[src/rtl/cvp_mem_pkg.sv]
// Shared types for the CVP14 staticram arbiter: sequencer states, read-owner
// tags and default bus widths.
package cvp_mem_pkg;

  localparam int AW_DEF = 16;
  localparam int DW_DEF = 16;

  typedef enum logic [1:0] {
    ST_IDLE,
    ST_SINGLE,
    ST_BURST
  } state_t;

  typedef enum logic [1:0] {
    OWN_NONE,
    OWN_IF,
    OWN_DM,
    OWN_VM
  } owner_t;

endpackage

[src/rtl/cvp_burst_ctr.sv]
// VM burst bookkeeping: remembers the last issued beat address and how many
// beats remain; beat_addr is the address of the next beat to issue.
module cvp_burst_ctr
  import cvp_mem_pkg::*;
#(
  parameter int AW = AW_DEF
) (
  input  logic          Clk1,
  input  logic          Reset_n,
  input  logic          load,
  input  logic          advance,
  input  logic [3:0]    len,
  input  logic [AW-1:0] start_addr,
  output logic [AW-1:0] beat_addr,
  output logic          last
);

  logic [AW-1:0] burst_addr;
  logic [3:0]    beat_cnt;

  // beat_cnt counts beats still to issue after the one being issued at load;
  // len=0 wraps to 15, giving a 16-beat burst.
  always_ff @(posedge Clk1) begin
    if (!Reset_n) begin
      burst_addr <= '0;
      beat_cnt   <= '0;
    end else if (load) begin
      burst_addr <= start_addr;
      beat_cnt   <= len - 4'd1;
    end else if (advance) begin
      burst_addr <= beat_addr;
      beat_cnt   <= beat_cnt - 4'd1;
    end
  end

  assign beat_addr = burst_addr + AW'(1);
  assign last      = (beat_cnt == 4'd1);

endmodule

[src/rtl/cvp_mem_arbiter.sv]
// Single-port staticram arbiter for CVP14 IF/DM/VM requesters with registered
// RAM strobes, starvation promotion for IF and non-interruptible VM bursts.
//
//   state     | meaning
//   ST_IDLE   | no access issued last edge; arbitrate
//   ST_SINGLE | one IF/DM access (or 1-beat VM) in its RAM cycle; arbitrate
//   ST_BURST  | VM burst in progress; issue one beat per edge, no arbitration
module cvp_mem_arbiter
  import cvp_mem_pkg::*;
#(
  parameter int AW     = AW_DEF,
  parameter int DW     = DW_DEF,
  parameter int STARVE = 4
) (
  input  logic          Clk1,
  input  logic          Reset_n,
  input  logic          if_req,
  input  logic [AW-1:0] if_addr,
  output logic          if_gnt,
  output logic          if_valid,
  input  logic          dm_req,
  input  logic          dm_we,
  input  logic [AW-1:0] dm_addr,
  input  logic [DW-1:0] dm_wdata,
  output logic          dm_gnt,
  output logic          dm_valid,
  input  logic          vm_req,
  input  logic          vm_we,
  input  logic [AW-1:0] vm_addr,
  input  logic [3:0]    vm_len,
  input  logic [DW-1:0] vm_wdata,
  output logic          vm_gnt,
  output logic          vm_valid,
  output logic          vm_done,
  output logic [DW-1:0] rdata,
  output logic [AW-1:0] Mem_Addr,
  output logic [DW-1:0] Mem_DataOut,
  output logic          Mem_RD,
  output logic          Mem_WR,
  input  logic [DW-1:0] Mem_DataIn
);

  localparam int              SW         = $clog2(STARVE + 1);
  localparam logic [SW-1:0]   STARVE_MAX = SW'(STARVE);

  state_t        state, state_nxt;
  owner_t        iss_owner, rd_owner;
  logic          iss_we, iss_done, ctr_load, ctr_adv, ctr_last, burst_we;
  logic          arb_en, promote, win_if, win_dm, win_vm;
  logic [AW-1:0] iss_addr, ctr_addr;
  logic [DW-1:0] iss_data;
  logic [SW-1:0] starve_cnt;

  assign arb_en  = (state != ST_BURST);
  assign promote = (starve_cnt == STARVE_MAX);
  assign win_if  = if_req && (promote || (!dm_req && !vm_req));
  assign win_dm  = !win_if && dm_req;
  assign win_vm  = !win_if && !dm_req && vm_req;

  cvp_burst_ctr #(.AW(AW)) u_burst_ctr (
    .Clk1       (Clk1),
    .Reset_n    (Reset_n),
    .load       (ctr_load),
    .advance    (ctr_adv),
    .len        (vm_len),
    .start_addr (vm_addr),
    .beat_addr  (ctr_addr),
    .last       (ctr_last)
  );

  always_ff @(posedge Clk1) begin
    if (!Reset_n) state <= ST_IDLE;
    else          state <= state_nxt;
  end

  always_comb begin
    state_nxt = state;
    iss_owner = OWN_NONE;
    iss_we    = 1'b0;
    iss_addr  = '0;
    iss_data  = '0;
    iss_done  = 1'b0;
    ctr_load  = 1'b0;
    ctr_adv   = 1'b0;
    case (state)
      ST_BURST: begin
        iss_owner = OWN_VM;
        iss_we    = burst_we;
        iss_addr  = ctr_addr;
        iss_data  = vm_wdata;
        iss_done  = ctr_last;
        ctr_adv   = 1'b1;
        state_nxt = ctr_last ? ST_IDLE : ST_BURST;
      end
      default: begin
        state_nxt = ST_IDLE;
        if (win_if) begin
          iss_owner = OWN_IF;
          iss_addr  = if_addr;
          state_nxt = ST_SINGLE;
        end else if (win_dm) begin
          iss_owner = OWN_DM;
          iss_we    = dm_we;
          iss_addr  = dm_addr;
          iss_data  = dm_wdata;
          state_nxt = ST_SINGLE;
        end else if (win_vm) begin
          iss_owner = OWN_VM;
          iss_we    = vm_we;
          iss_addr  = vm_addr;
          iss_data  = vm_wdata;
          ctr_load  = 1'b1;
          // a one-beat burst finishes on its first beat
          iss_done  = (vm_len == 4'd1);
          state_nxt = iss_done ? ST_SINGLE : ST_BURST;
        end
      end
    endcase
  end

  always_ff @(posedge Clk1) begin
    if (!Reset_n) begin
      Mem_Addr    <= '0;
      Mem_DataOut <= '0;
      Mem_RD      <= 1'b0;
      Mem_WR      <= 1'b0;
      if_gnt      <= 1'b0;
      dm_gnt      <= 1'b0;
      vm_gnt      <= 1'b0;
      vm_done     <= 1'b0;
      if_valid    <= 1'b0;
      dm_valid    <= 1'b0;
      vm_valid    <= 1'b0;
      rdata       <= '0;
      rd_owner    <= OWN_NONE;
      burst_we    <= 1'b0;
      starve_cnt  <= '0;
    end else begin
      Mem_RD  <= (iss_owner != OWN_NONE) && !iss_we;
      Mem_WR  <= (iss_owner != OWN_NONE) && iss_we;
      if (iss_owner != OWN_NONE) begin
        Mem_Addr    <= iss_addr;
        Mem_DataOut <= iss_data;
      end
      if_gnt   <= (iss_owner == OWN_IF);
      dm_gnt   <= (iss_owner == OWN_DM);
      vm_gnt   <= (iss_owner == OWN_VM);
      vm_done  <= iss_done;
      // RAM data for the read in flight is valid during its RD cycle
      rd_owner <= iss_we ? OWN_NONE : iss_owner;
      if_valid <= (rd_owner == OWN_IF);
      dm_valid <= (rd_owner == OWN_DM);
      vm_valid <= (rd_owner == OWN_VM);
      if (rd_owner != OWN_NONE) rdata <= Mem_DataIn;
      if (ctr_load) burst_we <= vm_we;
      if (arb_en) begin
        if (!if_req || win_if)  starve_cnt <= '0;
        else if (!promote)      starve_cnt <= starve_cnt + SW'(1);
      end
    end
  end

endmodule

[config.mk]
export PLATFORM = sky130hd
export DESIGN_NAME = cvp_mem_arbiter
export DESIGN_NICKNAME = d
export VERILOG_FILES = /design/src/rtl/cvp_mem_pkg.sv /design/src/rtl/cvp_burst_ctr.sv /design/src/rtl/cvp_mem_arbiter.sv
export SDC_FILE = /design/constraint.sdc
export NUM_CORES = 1
export LEC_CHECK = 0
export CORE_ASPECT_RATIO = 1.2
export CORE_MARGIN = 4
export CORE_UTILIZATION = 40
export CTS_BUF_LIST = sky130_fd_sc_hd__clkbuf_4
export CTS_CLUSTER_SIZE = 20
export DETAILED_ROUTE_END_ITERATION = 6
export DONT_BUFFER_PORTS = 1
export PLACE_DENSITY = 0.54
export SETUP_SLACK_MARGIN = 0.2
export SLEW_MARGIN = 10
export SYNTH_ARGS = -nofsm -noshare
export SYNTH_HDL_FRONTEND = slang
export SYNTH_SLANG_ARGS = --single-unit
[constraint.sdc]
create_clock -name Clk1 -period 1.65 [get_ports Clk1]
set_input_delay 0.33 -clock Clk1 [delete_from_list [all_inputs] [get_ports Clk1]]
set_output_delay 0.33 -clock Clk1 [all_outputs]
set_load 0.01 [all_outputs]
# Yosys cells after proc, flatten, opt, wreduce, memory -nomap -nowiden

Index checks and enable logic that the tools add are counted.

Bits in latches: 0
Output and inout port bits: 57
RAM bits: 0
Bits in registers: 85
Memories: 0
ROM bits: 0
Word-level logic and storage cells: 91

Divide/modulo/power cells: 0
Bitwise operators: 1
$add $sub $neg: 4
Reduce and logical (&&, ||, !) cells: 19
Equal/unequal tests: 12
Order comparisons: 0
Muxes and demuxes: 37
$mul: 0
Shifts and indexed selects: 0

Operator list:

| operator              | count |
|---|---|
| $mux 16               | 10 |
| $mux 2                | 10 |
| $add 16x1->16 const B | 1 |
| $mux 1                | 13 |
| $eq 2x2->1 const B    | 5 |
| $eq 4x1->1 const B    | 2 |
| $mux 4                | 2 |
| $sub 4x1->4 const B   | 2 |
| $logic_and 1x1->1     | 7 |
| $mux 3                | 2 |
| $reduce_bool 2->1     | 3 |
| $logic_not 1->1       | 5 |
| $eq 2x1->1 const B    | 2 |
| $add 3x1->3 const B   | 1 |
| $eq 3x3->1 const B    | 1 |
| $logic_or 1x1->1      | 2 |
| $ne 2x1->1 const B    | 1 |
| $ne 2x2->1 const B    | 1 |
| $reduce_and 2->1      | 1 |
| $reduce_or 2->1       | 1 |
| $not 1->1             | 1 |

# Logic depth before layout (Yosys ltp)

Gate-level depths: netlist of the first run.

Word-level depth: 13
Mapped depth: 8
Depth with buffers taken out: 6

# Hierarchy

From an unflattened synthesis of the first run, not the netlist that was laid out.

Cell total of the unflattened synthesis: 592
Area, all modules: 4530.6 um2

Modules (own cells, without submodules):

| module          | cells an instance | area an instance (um2) | times used | sequential area each (um2) |
|---|---|---|---|---|
| cvp_mem_arbiter | 416               | 3155.5                 | 1          | 1301.2 |
| cvp_burst_ctr   | 176               | 1375.1                 | 1          | 400.4 |

# Least setup slack after synthesis of the first run

No wires, ideal clock.

Kind: reg-to-reg
Start: register starve_cnt[0]
End: register Mem_Addr[3]
Arrival time: 1.550 ns
Library setup time: 0.132 ns
Period minus slack after synthesis: 1.682 ns
Path buffers: 1
Cell stages (with the launch flop): 8
Required time: 1.518 ns
Setup slack: -0.032 ns
Cell sequence: dfxtp_1 > inv_1 > ha_1 > o2bb2ai_1 > and2_1 > clkbuf_1 > a2111oi_0 > o21ai_0

Cells in the longest elaborated chain, start to end: 11

Ends and longest elaborated chain:

| what                           | RTL line                                     | source |
|---|---|---|
| start, declared                | cvp_mem_arbiter.sv:52                        | `logic [SW-1:0] starve_cnt;` |
| start signal, assigned         | cvp_mem_arbiter.sv:158                       | `else if (!promote) starve_cnt <= starve_cnt + SW'(1);` |
| $eq 3x3->1 (*)                 | cvp_mem_arbiter.sv:55                        | `assign promote = (starve_cnt == STARVE_MAX);` |
| $logic_or 1x1->1 (*)           | cvp_mem_arbiter.sv:56                        | `assign win_if = if_req && (promote \|\| (!dm_req && !vm_req));` |
| $logic_and 1x1->1 (*)          | cvp_mem_arbiter.sv:56                        |  |
| $logic_not 1->1                | cvp_mem_arbiter.sv:57, cvp_mem_arbiter.sv:58 |  |
| $logic_and 1x1->1 (2 in a row) | cvp_mem_arbiter.sv:58                        | `assign win_vm = !win_if && !dm_req && vm_req;` |
| $mux 2                         | cvp_mem_arbiter.sv:107                       | `end else if (win_vm) begin` |
| $mux 2                         | cvp_mem_arbiter.sv:101                       | `end else if (win_dm) begin` |
| $mux 2                         | cvp_mem_arbiter.sv:97                        | `if (win_if) begin` |
| $mux 2                         | cvp_mem_arbiter.sv:85                        | `case (state)` |
| $reduce_bool 2->1              | cvp_mem_arbiter.sv:141                       | `if (iss_owner != OWN_NONE) begin` |
| end signal, assigned           | cvp_mem_arbiter.sv:142                       | `Mem_Addr <= iss_addr;` |
| end, declared                  | cvp_mem_arbiter.sv:36                        | `output logic [AW-1:0] Mem_Addr,` |

Every way passes the cells marked *; elsewhere a longest branch is shown, timed or not.
A chain may end at the register's enable or synchronous reset.

# Worst setup path after layout of the first run

Start: register starve_cnt[0]
End: register Mem_Addr[9]

The elaborated chain is that of the path after synthesis.

==> metrics.cfg, run 1 <==
[synth]
synthCells=503
yosys_register_bits=85
synth_edf_count=0
synth_top_area_share_pct=41.4
synth_most_common_cell=dfxtp_1
synth_top_cell_by_area=dfxtp_1
avgSynthCellArea_um2=8.17
netlist_top_cells_count=dfxtp_1 (85), nand2_1 (71), a21oi_1 (57), nor2_1 (36)
yosys.cell_types.count=59
async_flop_share_pct=0
yosys_warnings=0
synthFlopType=dfxtp_1
seq_area_frac_synth_pct=41.4
syn-num-nets=617
netlist_area_um2=4110
ys_top_cells_by_area=dfxtp_1 (41%), a21oi_1 (6.9%), nand2_1 (6.5%), a222oi_1 (4.9%), nor2_1 (3.3%)

[floorplan]
initial_utilization_pct=41.0
dieHeight_um=119
ios=164
die_w_um=101
num_rows=40
coreArea_um2=10000
dieArea_um2=12000

[timing]
hold_violations=0
setup_slack_ns=0.0180
drv_slew=0
fin_crit_ns=1.63
fin_tns_setup_ns=0
rsz0062_at_grt=yes
fin_crit_sh_pct=98.9
fmax_mhz=613
fin_skew_ns=0.0249
max_slew_margin_pct=60.3
tightest_slew_ns=0.596
setup_viol=0

[place]
dpl_worst_slack_ns=0.0116
dpl.hpwl_um=10200
io_buffers=0
globalplace.congestion=0.888

[worst_setup_path]
crit_fanout=9
critPathLaunchType=register
required_ns=1.99
critical_path_class=register to register
crit-reg2reg-launch=starve_cnt[0]
cp.arrival_ns=1.97
reg2reg_depth=7
r2r_end=Mem_Addr[9]
rrSetupSlack_ns=0.02
cp-end-kind=register

[final_layout]
n_fill_cell=972
area_growth_pct=28.6
drive_above_1_share_pct=26.0
seq_area_um2=1720
nets=666
multi_input_area_um2=2500
diodes=0

[power]
p_per_area_nw_per_um2=845
p_clk_share_pct=27.5
switchingPower_w=0.00139
p_int_w=0.00308
seqPwrFrac_pct=53.6
swShare_pct=31.1
vdd_drop_max_uv=333
comb_power_share_pct=18.9
p_leak_nw=1.99

[drt]
num_vias=4176
postRouteAntennaNets=0
totalWireLength_um=14500
dr.pass1.iters=5
detail_route.iter0.violations=284
drc=0
viasPerCell=6.11
wl_per_cell_um=21.2

[cts]
cts_root_buffer=clkbuf_4
clock_path_buffers=2
insertion_delay_ns=0.45
cts_buffers=9
h-tree-depth=3
cts.clk_slew.worst_paths_ns=0.16
cts.sinks=85
cts_tree=built

[hold_path]
hold_class=input port to register
min_from=Reset_n
holdPathEnd=Mem_Addr[1]
worstHoldPathCells=2

[global_route]
antenna_found_initial=0
grt_pass1_vias=4186
grt_pass1_wl_um=22000
grt_max_degree=27
gr-total-overflow=0
grt_usage_pct=23.5

[outcome]
status=finished clean

[flow_run]
max_cap_violations=0

-- cell usage in the layout, fill, tap and decap left out, types with 6 or more instances in the layout --
cell type / synthesis / routed
dfxtp_1: 85 / 73
nand2_1: 71 / 69
a21oi_1: 57 / 50
buf_4: 3 / 50
nor2_1: 36 / 35
a222oi_1: 20 / 20
o21ai_0: 20 / 18
a31oi_1: 17 / 16
nand4_1: 15 / 15
dlygate4sd3_1: 0 / 15
nand3_1: 16 / 12
dfxtp_2: 0 / 11
inv_1: 13 / 10
clkbuf_4: 0 / 9
buf_6: 1 / 7
a21oi_2: 0 / 6
-- timing repair --
action | CTS | global route
gates resized for setup | 39 | 29
hold buffers | 13 | 2
endpoints found under the hold margin | 20 | 2
setup endpoints to repair | 58 | 58
gates cloned | 2 | 1
pin swaps | 8 | 22
buffers inserted | 9 | 5
-- routing by layer --
layer	track usage, %	wire (um)
met5	0	0
met4	8.85	302
met3	7.15	1460
met2	38.6	6920
met1	28.5	5830
-- layout make-up --
class / instances / area share [%]
Multi-Input combinational cell: 365 / 47.3
Sequential cell: 85 / 32.5
Timing Repair Buffer: 78 / 13.6
Tap cell: 126 / 2.98
Clock inverter: 7 / 1.37
Clock buffer: 9 / 1.28
Inverter: 13 / 0.924
-- per-stage QoR --
stage	util [%]	total power [W]	cell area (um2)	std cells	hold WS, ns
after global placement	45.6	0.00312	4560	635	0.454
after CTS	50.7	0.00447	5080	675	0.00210
after floorplan	-	0.00291	4260	503	0.429
final	52.8	0.00447	5280	683	0.0174
after detailed placement	45.6	0.00313	4560	635	0.452
after global routing	52.8	0.00469	5280	683	0.00712
-- registers in the layout, summed over array words and instances, names as in the netlist --
register                flops
burst_we                    1
rd_owner                    2
vm_done                     1
starve_cnt                  3
dm_valid                    1
u_burst_ctr.burst_addr     16
rdata                      16
vm_gnt                      1
Mem_Addr                   16
Mem_RD                      1
dm_gnt                      1
if_valid                    1
if_gnt                      1
Mem_DataOut                16
state                       2
Mem_WR                      1
u_burst_ctr.beat_cnt        4
vm_valid                    1
-- worst max-delay path, cell delays in order, from the launching register on --
cell	delay, ns
dfxtp_2	0.36
inv_2	0.07
ha_4	0.16
nand3_1	0.13
buf_12	0.17
a311o_1	0.36
a221oi_2	0.20
a211oi_1	0.08
-- worst max-delay path by stage --
| stage | cells past startpoint | slack, ns | from | endpoint |
|---|---|---|---|---|
| 6_report | 7 | 0.02 | starve_cnt[0] | Mem_Addr[9] |
| 4_1_cts | 7 | 0.01 | starve_cnt[0] | Mem_Addr[15] |
| 3_3_place_gp | 4 | -0.01 | u_burst_ctr.burst_addr[5] | Mem_Addr[15] |
| 2_1_floorplan | 7 | 0.20 | starve_cnt[0] | Mem_Addr[3] |
| 3_5_place_dp | 4 | 0.01 | u_burst_ctr.burst_addr[5] | Mem_Addr[15] |
| 5_1_grt | 7 | -0.07 | starve_cnt[0] | Mem_Addr[15] |
-- power groups by stage --
stage / registers, W / logic, W / clock network (W)
floorplan: 0.00240 / 0.000512 / 0
CTS: 0.00239 / 0.000801 / 0.00128
global placement: 0.00243 / 0.000685 / 0
finish: 0.00239 / 0.000845 / 0.00123
detailed placement: 0.00243 / 0.000699 / 0
global route: 0.00242 / 0.000928 / 0.00135
-- kinds of logic after synthesis --
| family | after synthesis | synth area share (%) |
|---|---|---|
| xor+xnor | 6 | 1.28 |
| fa+ha+maj | 7 | 2.13 |
| buf+inv | 55 | 6.03 |
| simple gates | 185 | 21.8 |
| compound gates | 164 | 27.0 |
| flops | 85 | 41.4 |
| mux | 1 | 0.244 |
Power figures use the tool's default switching activity.
==> run 2: changes to the inputs <==
Settings changed: CTS_CLUSTER_DIAMETER set to 60.
==> results of run 2 <==
No change in the layout: final DEF, timing and power equal those of run 1.
==> run 3: changes to the inputs <==
Settings changed: SKIP_LAST_GASP set to 1.
==> metrics.cfg, run 3 (synthesis gave the netlist of run 1 again) <==
[timing]
hold_violations=0  ; unchanged
fin_crit_sh_pct=98.6  ; -0.27 points
max_slew_margin_pct=60.5  ; +0.18 points
fin_crit_ns=1.63  ; -0.00443 ns
tightest_slew_ns=0.593  ; -0.00264 ns
rsz0062_at_grt=yes
drv_slew=0  ; unchanged
fmax_mhz=614  ; +0.27%
fin_skew_ns=0.0228  ; -0.00215 ns
setup_viol=0  ; unchanged

[place]
io_buffers=0  ; unchanged
globalplace.congestion=0.888  ; unchanged
dpl.hpwl_um=10200  ; unchanged
dpl_cell_area_um2=4560  ; unchanged

[power]
p_clk_share_pct=27.5  ; about the same
seqPwrFrac_pct=53.6  ; about the same
finalPower_w=0.00446  ; about the same
swShare_pct=31.1  ; about the same
p_int_w=0.00308  ; about the same
p_leak_nw=1.99  ; about the same
comb_power_share_pct=18.9  ; about the same
p_per_area_nw_per_um2=848  ; +0.26%
switchingPower_w=0.00139  ; -0.14%
vdd_drop_max_uv=334  ; +0.17%

[worst_setup_path]
crit_fanout=9  ; unchanged
crit_chain=inv_2 > ha_4 > nand3_1 > buf_12 > a311o_1 > a221oi_2 > a211oi_1
cpMaxStageDelayCell=a311o_1
critPathLaunchType=register
rrSetupSlack_ns=0.02  ; about the same
cp-end-kind=register
slowest_delay_ns=0.37  ; about the same
required_ns=2.00  ; about the same
crit-reg2reg-launch=starve_cnt[0]
critical_path_class=register to register
r2r_end=Mem_Addr[9]
reg2reg_depth=7  ; unchanged
path_buf_inv=2  ; unchanged
critPathTopFamily=compound AO/OA/AOI/OAI gates
cp.arrival_ns=1.97  ; about the same
path_depth=7  ; unchanged

[final_layout]
n_fill_cell=973  ; +0.10%
finalInstanceArea_um2=5270  ; -0.33%
diodes=0  ; unchanged
final_common_cell=dfxtp_1
multi_input_area_um2=2480  ; -0.55%
nets=666  ; unchanged
drive_above_1_share_pct=25.3  ; -0.72 points
seq_area_um2=1720  ; unchanged
fin_util_pct=52.6  ; -0.18 points
mostFrequentLayoutCells=dfxtp_1 (73), nand2_1 (69), a21oi_1 (52)
area_growth_pct=28.2

[global_route]
gr-total-overflow=0  ; unchanged
grt_pass1_wl_um=22000  ; unchanged
grt_busiest_layer=met2
antenna_found_initial=0  ; unchanged
grt_usage_pct=23.5  ; unchanged
grt_max_degree=27  ; unchanged
use_met1_pct=28.5  ; unchanged
gr-usage-met3_pct=7.15  ; unchanged
met2_usage_pct=38.6  ; unchanged
grt_pass1_vias=4186  ; unchanged

[hold_path]
worstHoldPathCells=2  ; unchanged
min_from=Reset_n
hold_class=input port to register
holdPathEnd=Mem_Addr[1]

[cts]
cts_root_buffer=clkbuf_4
cts_tree=built
cts_buffers=9  ; unchanged
clock_path_buffers=2  ; unchanged
insertion_delay_ns=0.45  ; about the same
cts.sinks=85  ; unchanged
h-tree-depth=3  ; unchanged
cts.clk_slew.worst_paths_ns=0.16  ; about the same

[floorplan]
initial_utilization_pct=41.0  ; unchanged
die_w_um=101  ; unchanged
coreArea_um2=10000  ; unchanged
dieHeight_um=119  ; unchanged
dieArea_um2=12000  ; unchanged
num_rows=40  ; unchanged
ios=164  ; unchanged

[drt]
drc=0  ; unchanged
detail_route.iter0.violations=262  ; -7.7%
wl_per_cell_um=21.3  ; +0.42%
totalWireLength_um=14600  ; +0.42%
viasPerCell=6.12  ; about the same
postRouteAntennaNets=0  ; unchanged
num_vias=4177  ; +0.024%
dr.pass1.iters=6  ; +1

[outcome]
status=finished clean

[flow_run]
max_cap_violations=0  ; unchanged

[run 3: cell counts in the layout (fill, tap and decap cells not counted)]
No cell type changed its count.
[run 3: worst reg2reg max path, stage by stage (launching register included)]
cell	delay (ns)
dfxtp_2	0.35
inv_2	0.07
ha_4	0.16
nand3_1	0.12
buf_12	0.17
a311o_1	0.37
a221oi_2	0.21
a211oi_1	0.07
[run 3: cell type report]
type,instances,area share [%]
multi-input combinational,365,47.2
sequential,85,32.6
timing repair buffer,78,13.6
tap,126,2.99
clock inverter,7,1.38
clock buffer,9,1.28
inverter,13,0.927
[run 3: repair_timing]
item | CTS | global route
setup endpoints to repair | 58 | 58
hold buffers | 13 | 2
resized for setup | 39 | 24
pin swaps | 8 | 15
gates cloned | 2 | 1
endpoints found under the hold margin | 20 | 2
buffers inserted | 9 | 5
[run 3: worst max path at each step]
stage | startpoint | to
after floorplan | starve_cnt[0] | Mem_Addr[3]
after global placement | u_burst_ctr.burst_addr[5] | Mem_Addr[15]
after detailed placement | u_burst_ctr.burst_addr[5] | Mem_Addr[15]
after CTS | starve_cnt[0] | Mem_Addr[15]
after global routing | starve_cnt[0] | Mem_Addr[15]
final | starve_cnt[0] | Mem_Addr[9]
[run 3: stage by stage]
stage | setup slack, ns | std cells | hold WS (ns) | TNS (ns)
after detailed placement | 0.0116 | 635 | 0.452 | 0
final | 0.0224 | 683 | 0.0140 | 0
after floorplan | 0.195 | 503 | 0.429 | 0
after global placement | -0.0121 | 635 | 0.454 | -0.0121
after CTS | 0.0142 | 675 | 0.00210 | 0
after global routing | -0.0668 | 683 | 0.00712 | -0.127
[run 3: per-layer routing]
metal	vias to the layer above	wire length, um
li1	1985	-
met1	1967	5880
met2	202	6950
met3	23	1490
met4	0	264
met5	-	0
[run 3: power groups by stage]
stage          combinational [W]  sequential [W]  clock, W
6_report                0.000842         0.00239   0.00123
5_1_grt                 0.000924         0.00242   0.00135
4_1_cts                 0.000801         0.00239   0.00128
3_5_place_dp            0.000699         0.00243         0
3_3_place_gp            0.000685         0.00243         0
2_1_floorplan           0.000512         0.00240         0
